==> src/rtl/load_store_unit_pkg.sv <==
// lsu_types: types and helper functions shared by the load/store unit files.
// When LSU_MISALIGN_TRAP_EN is defined, misaligned half/word accesses trap
// (see is_misaligned) and issue no cache access.
package lsu_types;

  // Access sequencing: wait for a request, wait for the cache, then report.
  typedef enum logic [1:0] {
    IDLE = 2'd0,
    BUSY = 2'd1,
    DONE = 2'd2
  } lsu_state_t;

  // Store width, taken from funct3 of the store instruction.
  typedef enum logic [2:0] {
    ST_SB = 3'b000,
    ST_SH = 3'b001,
    ST_SW = 3'b010
  } store_funct3_t;

  // Writeback mux select. The load encodings are the ones this unit extends.
  typedef enum logic [3:0] {
    RF_ALU_OUT  = 4'd0,
    RF_BR_EN    = 4'd1,
    RF_U_IMM    = 4'd2,
    RF_LW       = 4'd3,
    RF_PC_PLUS4 = 4'd4,
    RF_LB       = 4'd5,
    RF_LBU      = 4'd6,
    RF_LH       = 4'd7,
    RF_LHU      = 4'd8
  } regfilemux_sel_t;

  localparam logic [3:0] MBE_ALL = 4'b1111;

  // Byte enables for a store. Halfword lane uses addr[1] only.
  // Unknown widths are treated as full-word stores.
  function automatic logic [3:0] store_mbe(input logic [2:0] funct3,
                                           input logic [1:0] off);
    logic [3:0] m;
    case (store_funct3_t'(funct3))
      ST_SB:   m = 4'b0001 << off;
      ST_SH:   m = off[1] ? 4'b1100 : 4'b0011;
      default: m = MBE_ALL;
    endcase
    return m;
  endfunction

  // Replicate store data across all lanes so the mask alone picks the bytes.
  function automatic logic [31:0] store_wdata(input logic [2:0]  funct3,
                                              input logic [31:0] wdata);
    logic [31:0] w;
    case (store_funct3_t'(funct3))
      ST_SB:   w = {4{wdata[7:0]}};
      ST_SH:   w = {2{wdata[15:0]}};
      default: w = wdata;
    endcase
    return w;
  endfunction

  // True when the access cannot be served inside one naturally aligned lane.
  // Stores are judged by funct3, loads by their writeback select.
  function automatic logic is_misaligned(input logic       is_store,
                                         input logic [2:0] funct3,
                                         input logic [3:0] wb_sel,
                                         input logic [1:0] off);
    logic bad;
    bad = 1'b0;
    if (is_store) begin
      case (store_funct3_t'(funct3))
        ST_SH:   bad = off[0];
        ST_SW:   bad = (off != 2'b00);
        default: bad = 1'b0;
      endcase
    end else begin
      case (regfilemux_sel_t'(wb_sel))
        RF_LH, RF_LHU: bad = off[0];
        RF_LW:         bad = (off != 2'b00);
        default:       bad = 1'b0;
      endcase
    end
    return bad;
  endfunction

endpackage

==> src/rtl/load_store_unit_load_extend.sv <==
// load_extend: selects the addressed byte/halfword of a cache read word and
// sign- or zero-extends it according to the writeback select. Purely
// combinational; non-load selects pass the word through unchanged.
module load_extend
  import lsu_types::*;
(
  input  logic [31:0] rdata_i,
  input  logic [1:0]  off_i,
  input  logic [3:0]  wb_sel_i,
  output logic [31:0] data_o
);

  logic [7:0]  byte_sel;
  logic [15:0] half_sel;

  // Pick the lane from the low address bits, then extend by load kind.
  always_comb begin
    byte_sel = rdata_i[{off_i, 3'b000} +: 8];
    half_sel = rdata_i[{off_i[1], 4'b0000} +: 16];
    case (regfilemux_sel_t'(wb_sel_i))
      RF_LB:   data_o = {{24{byte_sel[7]}}, byte_sel};
      RF_LBU:  data_o = {24'd0, byte_sel};
      RF_LH:   data_o = {{16{half_sel[15]}}, half_sel};
      RF_LHU:  data_o = {16'd0, half_sel};
      default: data_o = rdata_i;
    endcase
  end

endmodule

==> src/rtl/load_store_unit.sv <==
// load_store_unit: MEM-stage data-memory engine. Takes one load/store per
// handshake, drives a word-aligned cache request with byte mask, waits for
// dmem_resp, then pulses wb_valid with the extended load value.
// Optional feature: define LSU_MISALIGN_TRAP_EN to add the misalign output
// and trap misaligned half/word accesses without touching the cache.
// TIMEOUT_CYC > 0 enables a watchdog on the wait for dmem_resp.
module load_store_unit
  import lsu_types::*;
#(
  parameter int unsigned TIMEOUT_CYC = 0
) (
  input  logic        clk,
  input  logic        rst,
  input  logic        req_valid,
  output logic        req_ready,
  input  logic        req_read,
  input  logic        req_write,
  input  logic [31:0] req_addr,
  input  logic [31:0] req_wdata,
  input  logic [2:0]  req_funct3,
  input  logic [3:0]  req_wb_sel,
  output logic        dmem_read,
  output logic        dmem_write,
  output logic [31:0] dmem_addr,
  output logic [31:0] dmem_wdata,
  output logic [3:0]  dmem_mbe,
  input  logic        dmem_resp,
  input  logic [31:0] dmem_rdata,
  output logic        wb_valid,
  output logic [31:0] wb_data,
  output logic [3:0]  wb_sel,
  output logic        stall,
  output logic        timeout
`ifdef LSU_MISALIGN_TRAP_EN
  ,
  output logic        misalign
`endif
);

  localparam bit          WDOG_EN   = (TIMEOUT_CYC != 0);
  localparam logic [31:0] WDOG_LAST = WDOG_EN ? 32'(TIMEOUT_CYC - 1) : 32'd0;

  lsu_state_t  state_q, state_d;
  logic [29:0] addr_q, addr_d;
  logic [1:0]  off_q, off_d;
  logic [31:0] wdata_q, wdata_d;
  logic [3:0]  mbe_q, mbe_d;
  logic        rd_q, rd_d;
  logic        wr_q, wr_d;
  logic [3:0]  wb_sel_q, wb_sel_d;
  logic [31:0] wb_data_q, wb_data_d;
  logic [31:0] cnt_q, cnt_d;
  logic        timeout_q, timeout_d;
`ifdef LSU_MISALIGN_TRAP_EN
  logic        misalign_q, misalign_d;
`endif

  logic [31:0] ext_data;
  logic        trap;

  // Extension works on the captured offset/select and the live cache word,
  // so the result is ready in the dmem_resp cycle.
  load_extend u_load_extend (
    .rdata_i  (dmem_rdata),
    .off_i    (off_q),
    .wb_sel_i (wb_sel_q),
    .data_o   (ext_data)
  );

`ifdef LSU_MISALIGN_TRAP_EN
  assign trap = is_misaligned(req_write, req_funct3, req_wb_sel, req_addr[1:0]);
`else
  assign trap = 1'b0;
`endif

  // Next-state and captured-value logic for the access sequence.
  always_comb begin
    state_d   = state_q;
    addr_d    = addr_q;
    off_d     = off_q;
    wdata_d   = wdata_q;
    mbe_d     = mbe_q;
    rd_d      = rd_q;
    wr_d      = wr_q;
    wb_sel_d  = wb_sel_q;
    wb_data_d = wb_data_q;
    cnt_d     = cnt_q;
    timeout_d = timeout_q;
`ifdef LSU_MISALIGN_TRAP_EN
    misalign_d = misalign_q;
`endif
    case (state_q)
      IDLE: begin
        // A valid op with neither read nor write is not a memory access.
        if (req_valid && (req_read || req_write)) begin
          addr_d    = req_addr[31:2];
          off_d     = req_addr[1:0];
          wb_sel_d  = req_wb_sel;
          // Write wins when both are set.
          wr_d      = req_write;
          rd_d      = ~req_write;
          mbe_d     = req_write ? store_mbe(req_funct3, req_addr[1:0]) : MBE_ALL;
          wdata_d   = req_write ? store_wdata(req_funct3, req_wdata) : 32'd0;
          wb_data_d = 32'd0;
          cnt_d     = 32'd0;
          state_d   = BUSY;
          if (trap) begin
            // Misaligned: skip the cache entirely and report straight away.
            rd_d    = 1'b0;
            wr_d    = 1'b0;
            state_d = DONE;
`ifdef LSU_MISALIGN_TRAP_EN
            misalign_d = 1'b1;
`endif
          end
        end
      end
      BUSY: begin
        if (dmem_resp) begin
          // A response always beats the watchdog, even on its last cycle.
          rd_d      = 1'b0;
          wr_d      = 1'b0;
          wb_data_d = wr_q ? 32'd0 : ext_data;
          state_d   = DONE;
        end else if (WDOG_EN && (cnt_q == WDOG_LAST)) begin
          rd_d      = 1'b0;
          wr_d      = 1'b0;
          wb_data_d = 32'd0;
          timeout_d = 1'b1;
          state_d   = DONE;
        end else begin
          cnt_d = cnt_q + 32'd1;
        end
      end
      DONE: begin
        state_d = IDLE;
`ifdef LSU_MISALIGN_TRAP_EN
        misalign_d = 1'b0;
`endif
      end
      default: state_d = IDLE;
    endcase
  end

  // State and output registers; reset drops any access in flight.
  always_ff @(posedge clk or negedge rst) begin
    if (!rst) begin
      state_q   <= IDLE;
      addr_q    <= '0;
      off_q     <= '0;
      wdata_q   <= '0;
      mbe_q     <= '0;
      rd_q      <= 1'b0;
      wr_q      <= 1'b0;
      wb_sel_q  <= '0;
      wb_data_q <= '0;
      cnt_q     <= '0;
      timeout_q <= 1'b0;
`ifdef LSU_MISALIGN_TRAP_EN
      misalign_q <= 1'b0;
`endif
    end else begin
      state_q   <= state_d;
      addr_q    <= addr_d;
      off_q     <= off_d;
      wdata_q   <= wdata_d;
      mbe_q     <= mbe_d;
      rd_q      <= rd_d;
      wr_q      <= wr_d;
      wb_sel_q  <= wb_sel_d;
      wb_data_q <= wb_data_d;
      cnt_q     <= cnt_d;
      timeout_q <= timeout_d;
`ifdef LSU_MISALIGN_TRAP_EN
      misalign_q <= misalign_d;
`endif
    end
  end

  assign req_ready  = (state_q == IDLE);
  assign stall      = (state_q != IDLE);
  assign wb_valid   = (state_q == DONE);
  assign dmem_read  = rd_q;
  assign dmem_write = wr_q;
  assign dmem_addr  = {addr_q, 2'b00};
  assign dmem_wdata = wdata_q;
  assign dmem_mbe   = mbe_q;
  assign wb_data    = wb_data_q;
  assign wb_sel     = wb_sel_q;
  assign timeout    = timeout_q;
`ifdef LSU_MISALIGN_TRAP_EN
  assign misalign   = misalign_q;
`endif

endmodule

==> config.mk <==
export PLATFORM = sky130hd
export DESIGN_NAME = load_store_unit
export DESIGN_NICKNAME = d
export VERILOG_FILES = /design/src/rtl/load_store_unit_pkg.sv /design/src/rtl/load_store_unit_load_extend.sv /design/src/rtl/load_store_unit.sv
export SDC_FILE = /design/constraint.sdc
export NUM_CORES = 1
export LEC_CHECK = 0
export BUFFER_PORTS_ARGS = -buffer_cell sky130_fd_sc_hd__buf_2
export CORE_UTILIZATION = 45
export CTS_CLUSTER_DIAMETER = 200
export DETAILED_ROUTE_END_ITERATION = 7
export PLACE_DENSITY = 0.76
export RECOVER_POWER = 50
export SLEW_MARGIN = 40
export SYNTH_ARGS = -nofsm -noshare
export SYNTH_HDL_FRONTEND = slang
export SYNTH_SLANG_ARGS = --single-unit
==> constraint.sdc <==
create_clock -name clk -period 2.3 [get_ports clk]
set_input_delay 0.46 -clock clk [delete_from_list [all_inputs] [get_ports clk]]
set_output_delay 0.46 -clock clk [all_outputs]
set_load 0.02 [all_outputs]
# Word-level counts from Yosys, hierarchy flattened
# Index checks and enable logic that the tools add are counted.
# Widths: inputs -> output; s select.
[word_totals]
ff_bits = 108
latch_bits = 0
ram_bits = 0
rom_bits = 0
n_memories = 0
[op_classes]
add_sub_neg = 0
n_mul = 0
div_mod_pow = 0
magnitude_cmp = 0
eq_ne = 9
shifts = 3
muxes = 18
n_bitwise = 1
reduce_logical = 9
[ops]
columns = ["operator", "count"]
rows = [
  ["$mux 32", 4],
  ["$pmux 32 s2", 2],
  ["$pmux 32 s4", 1],
  ["$shiftx 32x6->16", 1],
  ["$shiftx 32x6->8", 1],
  ["$eq 4x3->1 const B", 3],
  ["$mux 4", 2],
  ["$pmux 4 s2", 1],
  ["$eq 4x4->1 const B", 1],
  ["$mux 2", 2],
  ["$pmux 1 s2", 2],
  ["$pmux 2 s2", 1],
  ["$reduce_and 2->1", 2],
  ["$reduce_bool 2->1", 2],
  ["$shl 1x2->4 const A", 1],
  ["$eq 3x1->1 const B", 1],
  ["$logic_not 3->1", 1],
  ["$mux 1", 3],
  ["$reduce_and 3->1", 1],
  ["$eq 2x1->1 const B", 1],
  ["$eq 2x2->1 const B", 1],
  ["$logic_not 2->1", 1],
  ["$ne 2x1->1 const B", 1],
  ["$ne 2x2->1 const B", 1],
  ["3 further kinds", 3],
]

# Logic depth before layout (Yosys ltp)
[logic_depth]
depth_word = 5
ltp_mapped = 7
ltp_nobuf = 5

# Modules after synthesis
# From an unflattened synthesis, not the netlist that was laid out.
[hier_totals]
hier_cells = 583
hier_area_um2 = 5590.4
[by_module_without_submodules]
columns = ["module", "instances", "cells_per_inst", "area_per_inst_um2", "seq_area_each_um2"]
rows = [
  ["load_store_unit", 1, 483, 4675.7, 2702.6],
  ["load_extend", 1, 100, 914.6, 0.0],
]

# Worst setup path before layout
# Ideal clock, no wire load.
[synth_timing]
path_kind = "register to register"
from = "register wb_sel_q[2], in the netlist wb_sel[2]"
to = "register wb_data_q[21], in the netlist wb_data[21]"
setup_ps = 126
arrival_time_ps = 1693
setup_slack_ps = 481
path_stages_with_launch = 6
n_path_buf = 1
synth_period_minus_slack_ps = 1819
cell_sequence = "dfrtp_1 -> nor4b_4 -> o21bai_2 -> nor3_2 -> buf_2 -> a221o_1"
[synth_between]
elab_chain_cells = 5
elab_cells_between_ends = 8
cone_classes = "eq/ne: 4; mux: 4"
[synth_rtl]
columns = ["item", "line_no", "text"]
rows = [
  ["start: declaration", "load_store_unit.sv:50", "logic [3:0] wb_sel_q, wb_sel_d;"],
  ["start signal: assignment", "load_store_unit.sv:170", "wb_sel_q <= wb_sel_d;"],
  ["$eq 4x4->1 or $eq 4x3->1 (tied branches)", "load_store_unit_load_extend.sv:20", "case (regfilemux_sel_t'(wb_sel_i))"],
  ["$pmux 32 s4 (*)", "load_store_unit_load_extend.sv:20", ""],
  ["$mux 32 (*)", "load_store_unit.sv:123", "wb_data_d = wr_q ? 32'd0 : ext_data;"],
  ["$mux 32 (*)", "load_store_unit.sv:119", "if (dmem_resp) begin"],
  ["$pmux 32 s2 (*)", "load_store_unit.sv:92", "case (state_q)"],
  ["end signal: assignment", "load_store_unit.sv:171", "wb_data_q <= wb_data_d;"],
  ["end: declaration", "load_store_unit.sv:51", "logic [31:0] wb_data_q, wb_data_d;"],
]
# Mark *: on every way between the ends. The rest lies on a longest branch, timed or not. The select of a mux whose other input is x is not followed.
# A chain may end at the register's enable or synchronous reset.

# Final worst setup path
[layout_timing]
from = "register wb_sel_q[1], in the netlist wb_sel[1]"
to = "register wb_data_q[12], in the netlist wb_data[12]"
# Same word-level chain as after synthesis.

==> flow_summary.ini <==
[status]
status = finished, final reports clean

[placement]
hpwl_um = 10700
place_congestion = 0.8927
placed_area_um2 = 6299
portBuffers = 215

[yosys]
synthArstFlopShare_pct = 100.0
synth_cells = 539
ys.flop_type = dfrtp_1
synth_edf_count = 0
syn_area_per_cell_um2 = 9.367
seq_area_frac_synth_pct = 53.53
synth_xor_xnor_area_share_pct = 0.1735
yosysWarnings = 0
synth_seq_cells = 108
syn_area_um2 = 5049
synth_fa_ha_area_share_pct = 0
synth_top_family_by_area = simple AND/OR/NAND/NOR gates
synth.mux.area_fraction_pct = 6.270
synth-compound-area-share_pct = 15.79
yosysUniqueCellTypes = 39
synthSimpleGateAreaFrac_pct = 20.72

[clock_network]
clkTransAtPathRegs_ns = 0.11
numCtsBuffers = 9
clock_latency_ns = 0.36
cts_num_sinks = 108
htreeDepth = 3
cts_buffer_depth = 2
post_cts_resized = 0
postCtsHoldBufs = 0
clk_root_buffer_cell = clkbuf_8
cts_tree = built
cts_setup_buffers = 0

[power]
p_leak_uw = 0.003285
powerDensity_nw_per_um2 = 1083
ir_drop_mv = 0.5082

[worst_setup_path]
path_max_fanout = 13
reg2reg_slack_ns = 0.25
critPathLaunchType = flop
crit_path_top_delay_cell = dfrtp_1
path_common_cell = nand2_1
r2r-end = wb_data[12]$_DFFE_PN0P_
rr_worst_depth = 5
reg2reg_from = wb_sel[1]$_DFFE_PN0P_
arrival_ns = 2.29
end_kind = flop
crit_family = simple AND/OR/NAND/NOR gates
cpPeakStageDelay_ns = 0.55
worstPathCellList = nor4b_4 > o21bai_2 > nand2_1 > o221ai_1 > nand2_1
path_buf_inv = 0
crit_type = reg2reg
cp.required_ns = 2.54

[floorplan]
core_area_um2 = 10890
die_h_um = 107.9
die_area_um2 = 11650
dieWidth_um = 107.9
start_util_pct = 46.37
rows = 38
io_pins = 219

[flow_run]
cap_violations = 0

[global_route]
grt_pass1_vias = 4591
grt_overflow = 0
grt_pass1_wl_um = 23090
antenna_found_initial = 0
grt_max_degree = 67
globalRouteTotalUtil_pct = 25.40

[route]
post-route-drc-count = 0
initialDrtViolationCount = 274
drt-total-wl_um = 14290
wire_per_inst_um = 16.07
antenna_left = 0
dr.pass1.iters = 5
routed_via_density = 5.381
vias = 4784

[final_layout]
post-route-cell-area_um2 = 6426
nets = 853
final_cell_mix = 183 x nand2_1, 163 x buf_2, 108 x dfrtp_1
area_delta_synth_final_pct = 27.29
layout_commonest_cell = nand2_1
drive_above_1_share_pct = 28.70
antenna_cells = 0

[sta]
min_period_over_period_pct = 89.17
fin_crit_ns = 2.051
max_freq_mhz = 487.6
setup_viol = 0
skew_ns = 0.01393
grt_setup_unrepaired = false
maxSlewHeadroom_pct = 30.84
setup_tns_ns = 0
hold_viol = 0
tightest_slew_ns = 1.037
slew_violations = 0

[hold_path]
hp-class = in2async
flip-flops by register name, summed over array words and instances (netlist names):
| signal | flops |
|---|---|
| state_q | 2 |
| wb_data | 32 |
| dmem_read | 1 |
| off_q | 2 |
| dmem_write | 1 |
| wb_sel | 4 |
| addr_q | 30 |
| dmem_mbe | 4 |
| dmem_wdata | 32 |
stage by stage:
step / cells / power, uW / setup WS [ns] / util, % / hold WS, ns
after floorplan: 541 / 4676 / 0.4810 / - / 0.1644
after global placement: 873 / 5703 / 0.3057 / 57.79 / 0.4485
after detailed placement: 873 / 5798 / 0.2779 / 57.85 / 0.4542
after CTS: 889 / 7075 / 0.2592 / 59.85 / 0.06817
after global routing: 889 / 7398 / 0.05345 / 59.02 / 0.2621
final: 889 / 6962 / 0.2491 / 59.02 / 0.2448
final cells by class:
type | instances | area, um^2
clock buffer | 12 | 145.1
clock inverter | 4 | 72.57
fill | 1004 | 4462
inverter | 3 | 11.26
multi-input combinational | 392 | 2193
sequential | 108 | 2703
tap | 140 | 175.2
timing repair buffer | 230 | 1126
synth_stat cells (all sizes together), types with 3 or more instances:
master,number,share of area (%)
o31ai,10,1.5
a221o,16,3.2
a21oi,15,1.5
nand2b,6,0.74
nor2b,11,1.4
inv,3,0.22
a221oi,8,1.4
a41oi,3,0.52
nand3,11,1.1
buf,11,1.2
dfrtp,108,54
nor2,27,2.0
nand2,183,14
o221ai,7,1.2
a22o,8,1.4
or2,3,0.37
mux2i,8,1.6
o21ai,36,3.6
mux2,19,4.2
clkbuf,27,2.0
layer usage:
| layer | GRT usage, % | vias to the layer above | routed length, um |
|---|---|---|---|
| met2 | 42.17 | 209 | 6985 |
| li1 | - | 2263 | - |
| met3 | 5.508 | 24 | 1105 |
| met4 | 9.393 | 0 | 274 |
| met1 | 32.56 | 2288 | 5925 |
| met5 | 0 | - | 0 |
how the worst max path moves through the flow:
stage | from | cells past startpoint | to | slack, ns
2_1_floorplan | wb_sel[2]$_DFFE_PN0P_ | 5 | wb_data[21]$_DFFE_PN0P_ | 0.48
5_1_grt | wb_sel[1]$_DFFE_PN0P_ | 5 | wb_data[12]$_DFFE_PN0P_ | 0.05
6_report | wb_sel[1]$_DFFE_PN0P_ | 5 | wb_data[12]$_DFFE_PN0P_ | 0.25
3_5_place_dp | wb_sel[1]$_DFFE_PN0P_ | 5 | wb_data[12]$_DFFE_PN0P_ | 0.28
3_3_place_gp | wb_sel[1]$_DFFE_PN0P_ | 4 | wb_data[29]$_DFFE_PN0P_ | 0.31
4_1_cts | wb_sel[1]$_DFFE_PN0P_ | 5 | wb_data[12]$_DFFE_PN0P_ | 0.26
power breakdown:
group          internal [uW]  switching, uW
sequential              2470            381
combinational            963           1870
clock                    644            635
logic make-up after synthesis:
logic type	Yosys count
DFF	108
other	1
muxes	28
AOI/OAI and AO/OA	112
buffers and inverters	41
and+or+nand+nor	248
xor gates and xnor gates	1
Note: power is estimated with default switching activity, not from simulation.
